File: src/rtl/seq_divider.sv
// seq_divider: radix-2 restoring divider, one quotient bit per clock; `define SIGNED_DIV_EN for two's complement operands
module seq_divider #(
    parameter int N = 32
) (
    input  logic         clk,
    input  logic         reset,
    input  logic         Start,
    input  logic [N-1:0] A,
    input  logic [N-1:0] B,
    output logic         Ready,
    output logic         Done,
    output logic [N-1:0] Q,
    output logic [N-1:0] R,
    output logic         DZ
);
    typedef enum logic [1:0] {IDLE, RUN, FIN} state_t;
    localparam int CW = $clog2(N);
    localparam logic [CW-1:0] LAST = CW'(N - 1);
    state_t state, state_n;
    logic [N-1:0] rem, quo, dvs, sh, rem_n, quo_n, ma, mb, qf, rf;
    logic [N:0] trial;
    logic [CW-1:0] cnt;
    assign Ready = state == IDLE;
    assign sh = {rem[N-2:0], quo[N-1]};
    assign trial = {1'b0, sh} - {1'b0, dvs};
    assign rem_n = trial[N] ? sh : trial[N-1:0];
    assign quo_n = {quo[N-2:0], ~trial[N]};
`ifdef SIGNED_DIV_EN
    logic sq, sr;
    assign ma = A[N-1] ? -A : A;
    assign mb = B[N-1] ? -B : B;
    assign qf = sq ? -quo_n : quo_n;
    assign rf = sr ? -rem_n : rem_n;
    // sign flags captured with the operands; quotient sign is the xor, remainder follows the dividend
    always_ff @(posedge clk or posedge reset) begin
        if (reset) begin
            sq <= 1'b0;
            sr <= 1'b0;
        end else if (state == IDLE && Start) begin
            sq <= A[N-1] ^ B[N-1];
            sr <= A[N-1];
        end
    end
`else
    assign ma = A;
    assign mb = B;
    assign qf = quo_n;
    assign rf = rem_n;
`endif
    // state register
    always_ff @(posedge clk or posedge reset) begin
        if (reset) state <= IDLE;
        else state <= state_n;
    end
    // next state: divide by zero skips straight to FIN
    always_comb begin
        state_n = IDLE;
        if (state == IDLE && Start) state_n = (B == '0) ? FIN : RUN;
        else if (state == RUN) state_n = (cnt == LAST) ? FIN : RUN;
    end
    // working registers: load on accept, one restoring step per RUN cycle
    always_ff @(posedge clk or posedge reset) begin
        if (reset) begin
            rem <= '0;
            quo <= '0;
            dvs <= '0;
            cnt <= '0;
        end else if (state == IDLE && Start) begin
            rem <= '0;
            quo <= ma;
            dvs <= mb;
            cnt <= '0;
        end else if (state == RUN) begin
            rem <= rem_n;
            quo <= quo_n;
            cnt <= cnt + 1'b1;
        end
    end
    // result registers only move on the edge entering FIN; entering from IDLE means divide by zero
    always_ff @(posedge clk or posedge reset) begin
        if (reset) begin
            Done <= 1'b0;
            Q    <= '0;
            R    <= '0;
            DZ   <= 1'b0;
        end else begin
            Done <= state_n == FIN;
            if (state_n == FIN) begin
                Q  <= (state == IDLE) ? '1 : qf;
                R  <= (state == IDLE) ? A : rf;
                DZ <= state == IDLE;
            end
        end
    end
endmodule

File: config.mk
export PLATFORM = sky130hd
export DESIGN_NAME = seq_divider
export DESIGN_NICKNAME = d
export VERILOG_FILES = /design/src/rtl/seq_divider.sv
export SDC_FILE = /design/constraint.sdc
export NUM_CORES = 1
export LEC_CHECK = 0
export CORE_MARGIN = 2
export CORE_UTILIZATION = 50
export DETAILED_ROUTE_END_ITERATION = 10
export PLACE_DENSITY_LB_ADDON = 0.1
export SYNTH_ARGS = -nofsm -noshare
export SYNTH_HDL_FRONTEND = slang
export SYNTH_SLANG_ARGS = --single-unit
File: constraint.sdc
create_clock -name clk -period 6.6 [get_ports clk]
set_input_delay 1.32 -clock clk [delete_from_list [all_inputs] [get_ports clk]]
set_output_delay 1.32 -clock clk [all_outputs]
set_load 0.005 [all_outputs]
== After elaboration in Yosys (flattened, before gate mapping) ==
Index checks and enable logic that the tools add are counted.
W data, S select, Z words.

* Bits in registers: 168
* Bits in latches: 0
* Memory bits (writable): 0
* Memory bits (read-only): 0
* Input port bits: 67
* Output and inout port bits: 67
* Word-level logic and storage cells: 32
* Memories: 0

* $add $sub $neg: 2
* $mul: 0
* Divide/modulo/power cells: 0
* Magnitude comparators: 0
* Equality and inequality tests: 3
* Shifts and indexed selects: 0
* Muxes and demuxes: 13
* Bitwise logic cells: 1
* Reduce and logical (&&, ||, !) cells: 4

{| class="wikitable"
|+ Operator list
! cell !! number
|-
| $mux W32 || 5
|-
| $mux W31 || 2
|-
| $sub A32 B32 Y33 || 1
|-
| $logic_not A32 Y1 || 1
|-
| $mux W5 || 2
|-
| $mux W2 || 4
|-
| $add A5 B1 Y5 const B || 1
|-
| $eq A5 B5 Y1 const B || 1
|-
| $eq A2 B1 Y1 const B || 1
|-
| $eq A2 B2 Y1 const B || 1
|-
| $logic_not A2 Y1 || 1
|-
| $reduce_bool A2 Y1 || 1
|-
| $logic_and A1 B1 Y1 || 1
|-
| $not A1 Y1 || 1
|}

== Longest topological paths before layout ==
* Depth after elaboration: 5
* Mapped depth: 15
* Mapped depth without buffers: 12

== Least setup slack after synthesis ==
OpenSTA, ideal clock, no wires.

* Path kind: input to register
* Start: input B[25]
* End: register R[27]
* Library setup time: 0.129 ns
* Arrival time: 2.814 ns
* Data required time: 6.471 ns
* Path slack: 3.657 ns
* Stages: 11
* Buffers on the path: 2
* Cells stage by stage: nor4_1 > nand4_1 > o21ai_0 > o21ai_1 > or2_1 > buf_2 > clkbuf_1 > a21oi_1 > nor2_1 > a31oi_1 > o21ai_0

* Longest elaborated chain between the ends: 4

{| class="wikitable"
|+ RTL lines
! what !! RTL line !! RTL
|-
| from (decl) || 9 || <nowiki>input logic [N-1:0] B,</nowiki>
|-
| $logic_not A32 Y1 || 58 || <nowiki>if (state == IDLE && Start) state_n = (B == '0) ? FIN : RUN;</nowiki>
|-
| $mux W2 (2 in a row) || 58 ||
|-
| named net state_n[0] || 19 || <nowiki>state_t state, state_n;</nowiki>
|-
| $eq A2 B2 Y1 || 88 || <nowiki>if (state_n == FIN) begin</nowiki>
|-
| to (signal assigned) || 90 || <nowiki>R <= (state == IDLE) ? A : rf;</nowiki>
|-
| to (decl) || 13 || <nowiki>output logic [N-1:0] R,</nowiki>
|}

The timed path passes the listed nets, and every way through them passes these cells.
A chain may end at the register's enable or synchronous reset.

== Final worst setup path ==
* Start: input B[0]
* End: register R[22]

The elaborated chain is that of the path after synthesis.

==> impl_metrics.json <==
{
  "synth_top_area_share_pct": 47.6,
  "fillers": 1473,
  "wirelength_um": 22600,
  "tightest_slew_ns": 1.12,
  "fin_cells": 1299,
  "die_x_um": 137,
  "hold_viol_final": 0,
  "wire_per_inst_um": 17.4,
  "synth_area_mm2": 0.00882,
  "path_class": "input port to flip-flop",
  "cts_root_buf": "clkbuf_16",
  "ys_types": 62,
  "grt_usage_pct": 25.1,
  "seqCellArea_mm2": 0.00420,
  "core_area_mm2": 0.0173,
  "setup_violations": 0,
  "cp.arrival_ns": 4.84,
  "pin_count": 134,
  "synth_edf_count": 0,
  "slowest_stage": "inv_2",
  "tritoncts": "built",
  "startpoint": "B[0]",
  "ys.flop_type": "dfrtp_1",
  "synth_top_area_cell": "dfrtp_1",
  "critPathMaxStageDelay_ns": 0.82,
  "final_nets": 1164,
  "ys_seq_elements": 168,
  "peakVddDrop_v": 0.000497,
  "cts_resized": 0,
  "drv_cap": 0,
  "reg2reg_from": "state[0]$_DFF_PP0_",
  "ant_nets": 0,
  "slew_violations": 0,
  "placed_cells": 1267,
  "worstPathRequired_ns": 6.98,
  "io_buffer_count": 133,
  "grt_first_pass_wirelength_um": 36300,
  "cts_max_path_buffers": 2,
  "path_buf_inv": 3,
  "cp_cell_sequence": "clkdlybuf4s50_1 -> nor4_1 -> nand4_1 -> o21ai_0 -> o21ai_1 -> or2_1 -> buf_4 -> inv_2 -> o21ai_0 -> a21oi_1 -> a21o_1",
  "htreeDepth": 4,
  "design_power_total_w": 0.00556,
  "synth_common_cells": "dfrtp_1 (168), nand2_1 (121), o21ai_0 (107), a21oi_1 (85), nor2_1 (48)",
  "worstSetupStartpointType": "input port",
  "postPlaceCellArea_mm2": 0.0103,
  "fin_util_pct": 62.9,
  "multi_input_area_mm2": 0.00420,
  "dr_total_vias": 7459,
  "synth-warning-count": 0,
  "slew_headroom_pct": 25.2,
  "skew_ns": 0.0102,
  "dr.pass1.iters": 5,
  "cpMostUsedCell": "o21ai_0",
  "final_area_mm2": 0.0109,
  "synth_nets": 1059,
  "path_delay_family": "buffers and inverters",
  "ys_seq_area_share_pct": 47.6,
  "async_flop_share_pct": 100,
  "viasPerCell": 5.74,
  "hold_class": "flip-flop to flip-flop",
  "drc": 0,
  "hpwl_um": 15900,
  "placementRows": 48,
  "cts-buffers-inserted": 17,
  "max_freq_mhz": 224,
  "antenna_found_initial": 0,
  "cp-end-kind": "flip-flop",
  "min_from": "R[13]$_DFFE_PP0P_",
  "synth.area.top_cells": "dfrtp_1 (48%), o21ai_0 (6.1%), nand2_1 (5.1%), ha_1 (5.0%), a21oi_1 (4.8%)",
  "drive_gt1_share_pct": 5.68,
  "rsz0062_at_grt": "no",
  "syn_avg_cell_area_um2": 9.23,
  "drt_iter0_markers": 600,
  "power_density_mw_per_mm2": 511,
  "finalCritPeriodShare_pct": 67.6,
  "post_cts_buffers": 0,
  "synth_cells": 956,
  "synth.most_common_cell": "dfrtp_1",
  "die_h_um": 137,
  "diodes": 0,
  "cts_sinks": 168,
  "start_util_pct": 51.0,
  "cp_max_fo": 65,
  "area_growth_pct": 23.2,
  "finalCriticalPeriod_ns": 4.46,
  "grt_pass1_vias": 6920,
  "grt-ovfl-total": 0,
  "clk_pin_slew_ns": 0.07,
  "tns_ns": 0,
  "grt_max_degree": 81,
  "status": "completed",
  "hold_buffers": 0,
  "worstSkewPairLatency_ns": 0.43,
  "die_area_mm2": 0.0187,
  "p_leak_nw": 4.81,
  "routabilityCongestion": 0.948
}
## logic make-up (layout without fill, tap and decap cells)
logic type	Yosys count	after routing	synth area share, %
buffers and inverters	104	222	4.93
adders and majority gates	36	36	5.19
DFF	168	168	47.6
AOI/OAI and AO/OA	327	327	23.4
and+or+nand+nor	281	281	14.8
xor gates and xnor gates	30	30	2.98
muxes	10	10	1.13
## final timing paths
| kind | to | slack (ns) | cells after the start |
|---|---|---|---|
| worst max-delay path | R[22]$_DFFE_PP0P_ | 2.14 | 11 |
| worst min-delay path | R[13]$_DFFE_PP0P_ | 0.49 | 1 |
| worst max register to register | R[22]$_DFFE_PP0P_ | 3.12 | 11 |
| worst min register to register | R[13]$_DFFE_PP0P_ | 0.49 | 1 |
| max in group asynchronous | dvs[5]$_DFFE_PP0P_ | 3.93 | 3 |
| min in group asynchronous | Q[25]$_DFFE_PP0P_ | 1.27 | 2 |
## metal layers
layer | track usage (%) | part of all wire [%] | vias to the layer above
li1 | - | - | 3617
met1 | 34.4 | 45 | 3641
met2 | 41.6 | 50 | 182
met3 | 3.59 | 3.9 | 19
met4 | 7.16 | 1.2 | 0
met5 | 0 | 0 | -
## stage by stage
stage | worst slack [ns] | hold slack (ns)
finish | 2.14 | 0.487
floorplan | 0.733 | 0.464
global route | 1.77 | 0.517
CTS | 2.10 | 0.493
detailed placement | 1.67 | 0.477
global placement | 1.74 | 0.464
## final cells by class
| type | count | share of cell area (%) |
|---|---|---|
| sequential | 168 | 38.7 |
| multi-input combinational | 684 | 38.7 |
| timing repair buffer | 144 | 13.0 |
| clock buffer | 18 | 3.95 |
| tap | 225 | 2.59 |
| inverter | 46 | 1.63 |
| clock inverter | 14 | 1.50 |
## power breakdown
| part | total (W) | leakage [nW] | internal (W) | switching [W] |
|---|---|---|---|---|
| combinational | 0.00291 | 2.52 | 0.00117 | 0.00174 |
| sequential | 0.00164 | 2.01 | 0.00140 | 0.000238 |
| clock | 0.00101 | 0.282 | 0.000568 | 0.000446 |
| total | 0.00556 | 4.81 | 0.00314 | 0.00242 |
## registers in the layout, summed over array words and instances, names as in the netlist
register  cells
Q            32
state         2
R            32
cnt           5
quo          32
Done          1
rem          31
DZ            1
dvs          32
## cells in the final DEF, fill, tap and decap left out, types with 8 or more instances in the layout
master and instances:
nand2_1 121, clkbuf_16 17, o211ai_1 8, nor2_1 48
o21ai_0 107, o22a_1 31, dfrtp_1 168, mux2i_1 10
a21o_1 13, nand2b_1 11, nand3_1 36, buf_4 11
xor2_1 12, clkdlybuf4s50_1 133, xnor2_1 18, and3_1 23
a21oi_1 85, a22oi_1 32, a31oi_1 9, nor4_1 9
ha_1 35, inv_1 44
## worst reg2reg max path, stage by stage (launching register included)
cell and delay (ns):
dfrtp_1 0.41, or2_1 0.37, inv_1 0.10, and2_2 0.39
o21ai_0 0.14, o21ai_1 0.09, or2_1 0.24, buf_4 0.25
inv_2 0.83, o21ai_0 0.31, a21oi_1 0.19, a21o_1 0.10
Note: power is estimated with default switching activity, not from simulation.
